**config.mk**
```make
export PLATFORM = sky130hd
export DESIGN_NAME = switch_ingress_arbiter
export DESIGN_NICKNAME = d
export VERILOG_FILES = /design/src/rtl/switch_arb_pkg.sv /design/src/rtl/switch_ingress_arbiter_rr_pick4.sv /design/src/rtl/switch_ingress_arbiter.sv
export SDC_FILE = /design/constraint.sdc
export NUM_CORES = 1
export LEC_CHECK = 0
export ABC_AREA = 1
export CORE_MARGIN = 5
export CORE_UTILIZATION = 35
export CTS_CLUSTER_SIZE = 10
export DETAILED_ROUTE_END_ITERATION = 12
export DONT_BUFFER_PORTS = 1
export GPL_ROUTABILITY_DRIVEN = 1
export MAX_ROUTING_LAYER = met4
export PLACE_DENSITY = 0.51
export SYNTH_ARGS = -nofsm -noshare
export SYNTH_HDL_FRONTEND = slang
export SYNTH_SLANG_ARGS = --single-unit
```
**constraint.sdc**
```tcl
create_clock -name clk -period 4.2 [get_ports clk]
set_input_delay 0.84 -clock clk [delete_from_list [all_inputs] [get_ports clk]]
set_output_delay 0.84 -clock clk [all_outputs]
set_load 0.01 [all_outputs]
```
**src/rtl/switch_arb_pkg.sv**
```systemverilog
// Shared types and helpers for the switch ingress arbiter.
package switch_arb_pkg;

  localparam int NUM_LANES = 4;

  typedef enum logic [0:0] {IDLE = 1'b0, DRIVE = 1'b1} arb_state_t;

  typedef logic [NUM_LANES-1:0] lane_vec_t;

  function automatic lane_vec_t onehot4(input logic [1:0] sel);
    return lane_vec_t'(4'b0001 << sel);
  endfunction

endpackage

```
**src/rtl/switch_ingress_arbiter_rr_pick4.sv**
```systemverilog
// Combinational round-robin picker: first eligible lane at or above ptr, wrapping 3 -> 0.
module rr_pick4
  import switch_arb_pkg::*;
(
  input  logic [3:0] eligible,
  input  logic [1:0] ptr,
  output logic [1:0] sel,
  output logic       any
);

  logic [3:0] rot_s;
  logic [1:0] off_s;

  // Rotate so bit 0 is the lane at ptr, then take the lowest set bit.
  always_comb begin
    rot_s = 4'({eligible, eligible} >> ptr);
    off_s = 2'd0;
    casez (rot_s)
      4'b???1: off_s = 2'd0;
      4'b??10: off_s = 2'd1;
      4'b?100: off_s = 2'd2;
      4'b1000: off_s = 2'd3;
      default: off_s = 2'd0;
    endcase
    sel = ptr + off_s;
    any = |eligible;
  end

endmodule

```
**src/rtl/switch_ingress_arbiter.sv**
```systemverilog
// Four-lane round-robin arbiter for the switch ingress bus with stall timeout.
// Optional per-lane grant/drop counters are enabled by SWITCH_ARB_GRANT_CNT_EN.
module switch_ingress_arbiter
  import switch_arb_pkg::*;
#(
  parameter int DATA_W  = 16,
  parameter int ADDR_W  = 16,
  parameter int TIMEOUT = 64,
  parameter int CNT_W   = 16
) (
  input  logic                  clk,
  input  logic                  reset,
  input  logic [3:0]            req,
  input  logic [4*DATA_W-1:0]   req_data,
  input  logic [4*ADDR_W-1:0]   req_addr,
  output logic [3:0]            gnt,
  output logic [3:0]            drop,
  output logic [DATA_W-1:0]     data_in,
  output logic [ADDR_W-1:0]     addr_in,
  output logic [3:0]            valid_in,
  input  logic [3:0]            rcv_rdy,
  output logic                  busy
`ifdef SWITCH_ARB_GRANT_CNT_EN
  ,
  output logic [4*CNT_W-1:0]    grant_cnt,
  output logic [4*CNT_W-1:0]    drop_cnt
`endif
);

  localparam int WCNT_W = (TIMEOUT < 1) ? 1 : $clog2(TIMEOUT + 1);
  localparam bit TO_EN  = (TIMEOUT != 0);
  localparam logic [WCNT_W-1:0] TO_LAST = WCNT_W'((TIMEOUT == 0) ? 0 : TIMEOUT - 1);

  arb_state_t          state_q, state_d;
  logic [1:0]          rr_ptr_q, rr_ptr_d;
  logic [1:0]          sel_q, sel_d;
  logic [WCNT_W-1:0]   wait_cnt_q, wait_cnt_d;
  lane_vec_t           gnt_q, gnt_d, drop_q, drop_d, valid_q, valid_d;
  logic [DATA_W-1:0]   data_q, data_d;
  logic [ADDR_W-1:0]   addr_q, addr_d;
  logic                busy_q, busy_d;

  lane_vec_t           eligible_s;
  logic [1:0]          pick_sel_s;
  logic                pick_any_s;

  // Lanes whose completion pulse is still visible must not be re-picked this cycle.
  assign eligible_s = req & ~gnt_q & ~drop_q;

  rr_pick4 u_pick (
    .eligible (eligible_s),
    .ptr      (rr_ptr_q),
    .sel      (pick_sel_s),
    .any      (pick_any_s)
  );

  // Next-state logic for the IDLE/DRIVE arbiter.
  always_comb begin
    state_d    = state_q;
    rr_ptr_d   = rr_ptr_q;
    sel_d      = sel_q;
    wait_cnt_d = wait_cnt_q;
    gnt_d      = 4'b0000;
    drop_d     = 4'b0000;
    valid_d    = valid_q;
    data_d     = data_q;
    addr_d     = addr_q;
    busy_d     = busy_q;
    case (state_q)
      IDLE: begin
        if (pick_any_s) begin
          data_d     = req_data[int'(pick_sel_s)*DATA_W +: DATA_W];
          addr_d     = req_addr[int'(pick_sel_s)*ADDR_W +: ADDR_W];
          valid_d    = onehot4(pick_sel_s);
          sel_d      = pick_sel_s;
          wait_cnt_d = {WCNT_W{1'b0}};
          state_d    = DRIVE;
          busy_d     = 1'b1;
        end else begin
          state_d    = IDLE;
          busy_d     = 1'b0;
        end
      end
      DRIVE: begin
        // Acceptance takes priority over a timeout landing on the same edge.
        if (rcv_rdy[sel_q]) begin
          valid_d  = 4'b0000;
          gnt_d    = onehot4(sel_q);
          rr_ptr_d = sel_q + 2'd1;
          state_d  = IDLE;
          busy_d   = 1'b0;
        end else if (TO_EN && (wait_cnt_q == TO_LAST)) begin
          valid_d  = 4'b0000;
          drop_d   = onehot4(sel_q);
          rr_ptr_d = sel_q + 2'd1;
          state_d  = IDLE;
          busy_d   = 1'b0;
        end else begin
          wait_cnt_d = wait_cnt_q + WCNT_W'(1'b1);
        end
      end
      default: begin
        state_d = IDLE;
        valid_d = 4'b0000;
        busy_d  = 1'b0;
      end
    endcase
  end

  // State and output registers.
  always_ff @(posedge clk) begin
    if (reset) begin
      state_q    <= IDLE;
      rr_ptr_q   <= 2'd0;
      sel_q      <= 2'd0;
      wait_cnt_q <= {WCNT_W{1'b0}};
      gnt_q      <= 4'b0000;
      drop_q     <= 4'b0000;
      valid_q    <= 4'b0000;
      data_q     <= {DATA_W{1'b0}};
      addr_q     <= {ADDR_W{1'b0}};
      busy_q     <= 1'b0;
    end else begin
      state_q    <= state_d;
      rr_ptr_q   <= rr_ptr_d;
      sel_q      <= sel_d;
      wait_cnt_q <= wait_cnt_d;
      gnt_q      <= gnt_d;
      drop_q     <= drop_d;
      valid_q    <= valid_d;
      data_q     <= data_d;
      addr_q     <= addr_d;
      busy_q     <= busy_d;
    end
  end

  assign gnt      = gnt_q;
  assign drop     = drop_q;
  assign valid_in = valid_q;
  assign data_in  = data_q;
  assign addr_in  = addr_q;
  assign busy     = busy_q;

`ifdef SWITCH_ARB_GRANT_CNT_EN
  for (genvar i = 0; i < 4; i++) begin : g_cnt
    logic [CNT_W-1:0] gcnt_q, dcnt_q;

    // Saturating per-lane counters, stepped by the registered pulses.
    always_ff @(posedge clk) begin
      if (reset) begin
        gcnt_q <= {CNT_W{1'b0}};
        dcnt_q <= {CNT_W{1'b0}};
      end else begin
        if (gnt_q[i] && (gcnt_q != {CNT_W{1'b1}})) begin
          gcnt_q <= gcnt_q + CNT_W'(1'b1);
        end else begin
          gcnt_q <= gcnt_q;
        end
        if (drop_q[i] && (dcnt_q != {CNT_W{1'b1}})) begin
          dcnt_q <= dcnt_q + CNT_W'(1'b1);
        end else begin
          dcnt_q <= dcnt_q;
        end
      end
    end

    assign grant_cnt[i*CNT_W +: CNT_W] = gcnt_q;
    assign drop_cnt[i*CNT_W +: CNT_W]  = dcnt_q;
  end
`endif

endmodule

```
==> results of run 1 <==
[stage by stage]
stage / instance area (sq um) / hold WS (ps) / power [mW] / setup slack, ps / utilization (%)
after floorplan: 3500 / 424 / 1.83 / 1430 / -
after global placement: 3550 / 435 / 2.04 / 967 / 36.3
after detailed placement: 3550 / 441 / 2.04 / 966 / 36.3
after CTS: 3740 / 450 / 2.56 / 1210 / 38.3
after global routing: 3740 / 474 / 2.79 / 921 / 38.3
final: 3740 / 447 / 2.52 / 1220 / 38.3
[layout make-up]
type                       count  share of cell area (%)
clock buffer                  14                    4.88
clock inverter                 2                   0.268
inverter                      26                    2.61
multi-input combinational    463                    56.7
sequential                    57                    30.5
tap                          133                    4.45
timing repair buffer           3                   0.602
[synth_stat cells]
cell	number	area [sq um]
a2111oi_0	1	8.76
a211oi_1	2	15.0
a21oi_1	12	60.1
a31oi_1	1	6.26
buf_1	4	15.0
buf_2	6	30.0
buf_4	2	15.0
buf_6	2	22.5
buf_8	1	15.0
clkbuf_1	13	48.8
dfxtp_1	57	1140
ha_1	7	87.6
inv_1	22	82.6
inv_2	4	15.0
mux2i_1	18	180
nand2_1	318	1190
nand2_2	3	18.8
nand2_4	2	22.5
nand3_1	58	290
nand3_4	1	17.5
nand4_1	6	37.5
nand4_2	1	12.5
nor2_1	20	75.1
nor2_2	1	6.26
nor2_4	2	22.5
nor3_1	2	10.0
o21a_1	1	7.51
o21ai_0	5	25.0
o21ai_2	1	8.76
xor2_1	1	8.76
[cell families (layout without fill, tap and decap cells)]
kind of cell | Yosys count | count (layout) | share of synthesized area, %
flops | 57 | 57 | 32.6
compound gates | 23 | 23 | 3.75
buf+inv | 54 | 45 | 6.97
mux | 18 | 18 | 5.15
simple gates | 414 | 414 | 48.8
fa+ha+maj | 7 | 7 | 2.50
xor+xnor | 1 | 1 | 0.250
[power groups by stage]
| stage | combinational [mW] | sequential [mW] | clock [mW] |
|---|---|---|---|
| global route | 1.37 | 0.867 | 0.544 |
| floorplan | 1.01 | 0.815 | 0 |
| finish | 1.17 | 0.849 | 0.499 |
| global placement | 1.17 | 0.868 | 0 |
| detailed placement | 1.18 | 0.863 | 0 |
| CTS | 1.18 | 0.853 | 0.522 |
[per-layer routing]
metal | part of all wire [%] | vias up
li1 | - | 1778
met1 | 43 | 1494
met2 | 48 | 128
met3 | 8.7 | 11
met4 | 1.0 | 0
met5 | 0 | -
[registers in the layout, indices dropped and copies added, names as in the netlist]
| name | flops |
|---|---|
| addr_in | 16 |
| busy | 1 |
| sel_q | 2 |
| rr_ptr_q | 2 |
| wait_cnt_q | 7 |
| state_q | 1 |
| drop | 4 |
| valid_in | 4 |
| gnt | 4 |
| data_in | 16 |
[path summary, 6_finish.rpt]
| kind | to | startpoint | depth (start not counted) | slack [ps] |
|---|---|---|---|---|
| max | addr_in[6] | rr_ptr_q[0] | 15 | 1220 |
| min | wait_cnt_q[5] | wait_cnt_q[5] | 2 | 450 |
| max reg2reg | addr_in[6] | rr_ptr_q[0] | 15 | 1220 |
| min reg2reg | wait_cnt_q[5] | wait_cnt_q[5] | 2 | 450 |
[critical path, cell delays in order (launching register included)]
cell	delay (ps)
dfxtp_1	520
inv_2	140
nand3_1	110
nand3_1	80
nand2_1	110
a31oi_1	80
nor2_1	150
ha_2	210
xor2_1	320
inv_2	80
nand3_4	380
nand2_4	340
nand2_1	150
nand2_1	80
nand2_1	70
nand2_1	50
==> flow_summary.json, run 1 <==
{
  "layout_common_cells": "nand2_1 (318), nand3_1 (58), dfxtp_1 (57), inv_1 (22), nor2_1 (19)",
  "synth.avg_cell_area_sq_um": 6.10,
  "seqCellArea_sq_um": 1140,
  "first_pass_iters": 4,
  "syn-num-nets": 719,
  "top_usage_layer": "met2",
  "cp-start-kind": "flop",
  "p_sw_mw": 1.17,
  "cts_setup_buffers": 0,
  "pin_count": 183,
  "die_area_sq_um": 12100,
  "p_leak_nw": 1.90,
  "cts_buffer_depth": 2,
  "die_w_microns": 110,
  "seqPwrFrac_pct": 33.7,
  "worstPathRequired_ps": 4440,
  "ant_nets": 0,
  "drt_iter0_drc": 177,
  "yosysSeqAreaShare_pct": 32.6,
  "finalSetupViolCount": 0,
  "internal-power_mw": 1.35,
  "finalClockSkew_ps": 9.29,
  "ctsHoldBuffers": 0,
  "nets": 705,
  "grt_use_met1_pct": 21.7,
  "hp-class": "flop to flop",
  "status": "finished, final reports clean",
  "p_clk_share_pct": 19.8,
  "final.setup.tns_ps": 0,
  "fin_crit_ps": 2980,
  "num_rows": 36,
  "min_period_over_period_pct": 71.0,
  "slew_headroom_pct": 42.7,
  "use_met3_pct": 6.12,
  "syn_to_final_growth_pct": 6.86,
  "grt_pass1_wl_microns": 16600,
  "worstSetupPathType": "flop to flop",
  "ir_worst_vdd_mv": 0.220,
  "antenna_found_initial": 0,
  "grt_max_degree": 47,
  "grt_pass1_vias": 3402,
  "via_per_inst": 4.89,
  "fin_cells": 698,
  "multi_input_area_sq_um": 2120,
  "clkTransAtPathRegs_ps": 70,
  "tightestPinTransition_ps": 858,
  "swShare_pct": 46.5,
  "crit_arrival_ps": 3220,
  "initial_utilization_pct": 35.8,
  "fmax_mhz": 335,
  "cts-root-buf": "clkbuf_8",
  "worstPathMaxFanout": 35,
  "cts_tree": "yes",
  "clk_latency_ps": 330,
  "htree_num_levels": 3,
  "yosys_warnings": 0,
  "routed_wl_microns": 10500,
  "rsz0062_at_grt": "no",
  "cts_sinks": 57,
  "nFillCells": 1111,
  "maxCapViolations": 0,
  "synth_cells": 574,
  "vias": 3411,
  "wire_per_inst_microns": 15.1,
  "numPortBuffers": 0,
  "gp_congestion": 0.781,
  "grtUsageTotal_pct": 18.2,
  "coreArea_sq_um": 9770,
  "syn_area_sq_um": 3500,
  "final_common_cell": "nand2_1",
  "p_comb_share_pct": 46.4,
  "die_y_microns": 110,
  "drive_above_1_share_pct": 6.19,
  "diodes": 0,
  "gr-total-overflow": 0,
  "drc": 0,
  "power_density_nw_per_um2": 673,
  "cts_resized": 0,
  "slew_viol_final": 0,
  "placedCellCount": 682,
  "gr-usage-met2_pct": 29.0,
  "cp-end-kind": "flop",
  "cts_buffers": 9,
  "dp_hpwl_microns": 7780,
  "ys_ff_latch": 57,
  "finalHoldViolations": 0,
  "synth_cell_types": 30
}
(Power assumes the default switching activity.)
==> run 2, diff against run 1 <==
--- a/config.mk
+++ b/config.mk
@@ -13,7 +13,7 @@
 export DONT_BUFFER_PORTS = 1
 export GPL_ROUTABILITY_DRIVEN = 1
 export MAX_ROUTING_LAYER = met4
-export PLACE_DENSITY = 0.51
+export PLACE_DENSITY = 0.53
 export SYNTH_ARGS = -nofsm -noshare
 export SYNTH_HDL_FRONTEND = slang
 export SYNTH_SLANG_ARGS = --single-unit
==> constraint.sdc (replaced) <==
create_clock -name clk -period 2.4 [get_ports clk]
set_input_delay 0.48 -clock clk [delete_from_list [all_inputs] [get_ports clk]]
set_output_delay 0.48 -clock clk [all_outputs]
set_load 0.01 [all_outputs]
==> flow_summary.json, run 2 (synthesis gave the netlist of run 1 again) <==
{
  "finalHoldViolations": 0,
  "hp-class": "input pin to flop",
  "reg2reg_from": "drop[0]",
  "status": "finished, final reports clean",
  "gr-usage-met2_pct": 27.2,
  "cp-start-kind": "flop",
  "power_density_nw_per_um2": 1220,
  "grt_pass1_vias": 3373,
  "top_usage_layer": "met2",
  "dpl_worst_slack_ps": 71.3,
  "cts-root-buf": "clkbuf_8",
  "hold_path_depth": 1,
  "num_rows": 36,
  "crit_arrival_ps": 2430,
  "min_period_over_period_pct": 91.9,
  "finalSetupViolCount": 0,
  "crit_top_cell": "nand2_1",
  "nFillCells": 1054,
  "die_y_microns": 110,
  "r2r_end": "addr_in[2]",
  "diodes": 0,
  "antenna_found_initial": 0,
  "htree_num_levels": 3,
  "finalClockSkew_ps": 7.57,
  "die_w_microns": 110,
  "slew_headroom_pct": 77.1,
  "holdPathEnd": "valid_in[2]",
  "worstSetupPathType": "flop to flop",
  "gr-total-overflow": 0,
  "use_met3_pct": 5.53,
  "worst_r2r_path_depth": 17,
  "coreArea_sq_um": 9770,
  "cp_cell_sequence": "nor2_2 -> nand2_1 -> nand2_1 -> nand3_1 -> nand2_2 -> a31oi_1 -> nor2_2 -> ha_4 -> xor2_2 -> inv_2 -> nand3_4 -> nand2_8 -> buf_12 -> nand2_1 -> nand2_1 -> nand2_1 -> nand2_1",
  "slew_viol_final": 0,
  "cp-end-kind": "flop",
  "cts_tree": "yes",
  "routed_wl_microns": 10700,
  "hold_path.startpoint": "reset",
  "final_common_cell": "nand2_1",
  "numPortBuffers": 0,
  "worstPathRequired_ps": 2630,
  "path_buf_inv": 2,
  "final.setup.tns_ps": 0,
  "ff2ff_setup_slack_ps": 190,
  "clkTransAtPathRegs_ps": 70,
  "pin_count": 183,
  "clk_latency_ps": 330,
  "place_area_sq_um": 3760,
  "grtUsageTotal_pct": 17.3,
  "multi_input_area_sq_um": 2160,
  "syn_to_final_growth_pct": 16.6,
  "drive_above_1_share_pct": 11.2,
  "layout_common_cells": "nand2_1 (317), nand3_1 (58), dfxtp_1 (55), inv_1 (21), buf_4 (18)",
  "initial_utilization_pct": 35.8,
  "worstPathMaxFanout": 14,
  "crit_family": "simple AND/OR/NAND/NOR gates",
  "tightestPinTransition_ps": 335,
  "fin_ws_ps": 194,
  "via_per_inst": 4.84,
  "cts_buffers": 9,
  "p_leak_nw": 2.06,
  "drc": 0,
  "drt_iter0_drc": 179,
  "ant_nets": 0,
  "seqCellArea_sq_um": 1150,
  "p_total_mw": 4.97,
  "nets": 728,
  "grt_pass1_wl_microns": 15900,
  "cts_sinks": 57,
  "vias": 3488,
  "maxCapViolations": 0,
  "slowest_delay_ps": 320,
  "wire_per_inst_microns": 14.8,
  "fin_crit_ps": 2210,
  "final_cell_area_sq_um": 4080,
  "ir_worst_vdd_mv": 0.605,
  "grt_use_met1_pct": 21.1,
  "dp_hpwl_microns": 7840,
  "gp_congestion": 0.773,
  "die_area_sq_um": 12100,
  "grt_max_degree": 54,
  "fmax_mhz": 453,
  "first_pass_iters": 4,
  "cts_buffer_depth": 2,
  "slowest_stage": "dfxtp_1"
}
run 2: layout make-up:
class / instances / share of cell area (%)
Multi-Input combinational cell: 463 / 52.9
Sequential cell: 57 / 28.1
Timing Repair Buffer: 26 / 7.27
Clock buffer: 13 / 4.38
Tap cell: 133 / 4.08
Inverter: 26 / 2.48
Clock inverter: 2 / 0.858
run 2: timing repair:
| item | CTS | global route |
|---|---|---|
| buffers inserted | 0 | 1 |
| resized for setup | 0 | 12 |
| setup endpoints to repair | 0 | 37 |
| hold buffers | 0 | 0 |
run 2: power breakdown:
group          internal (mW)  switching (mW)  total, mW
clock                  0.586           0.389      0.974
combinational           1.01            1.50       2.51
sequential              1.19           0.298       1.48
run 2: worst max-delay path by stage:
stage	start	end	cells past startpoint
after detailed placement	rr_ptr_q[0]	data_in[6]	12
final	drop[0]	addr_in[2]	17
after global routing	drop[0]	data_in[12]	16
after global placement	rr_ptr_q[0]	addr_in[0]	12
after floorplan	req[0]	data_in[0]	13
after CTS	rr_ptr_q[0]	addr_in[4]	16
run 2: worst reg2reg max path, delay by kind of cell, from the launching register on:
| family | cells | cell delay [ps] |
|---|---|---|
| flip-flops | 1 | 320 |
| buffers and inverters | 2 | 220 |
| XOR/XNOR | 1 | 180 |
| AND/OR/NAND/NOR | 12 | 1180 |
| adder cells (fa/ha/maj) | 1 | 160 |
| AO/OA/AOI/OAI | 1 | 50 |
run 2: through the flow:
stage	hold WS, ps	util (%)	std cells
2_1_floorplan	424	-	574
3_3_place_gp	432	38.5	702
4_1_cts	181	40.7	717
3_5_place_dp	442	38.5	702
6_report	204	41.8	720
5_1_grt	180	41.8	720
run 2: layer usage:
metal  share of wire [%]  up-vias
li1                    -     1821
met1                  43     1533
met2                  48      128
met3                 8.6        6
met4                0.67        0
met5                   0        -
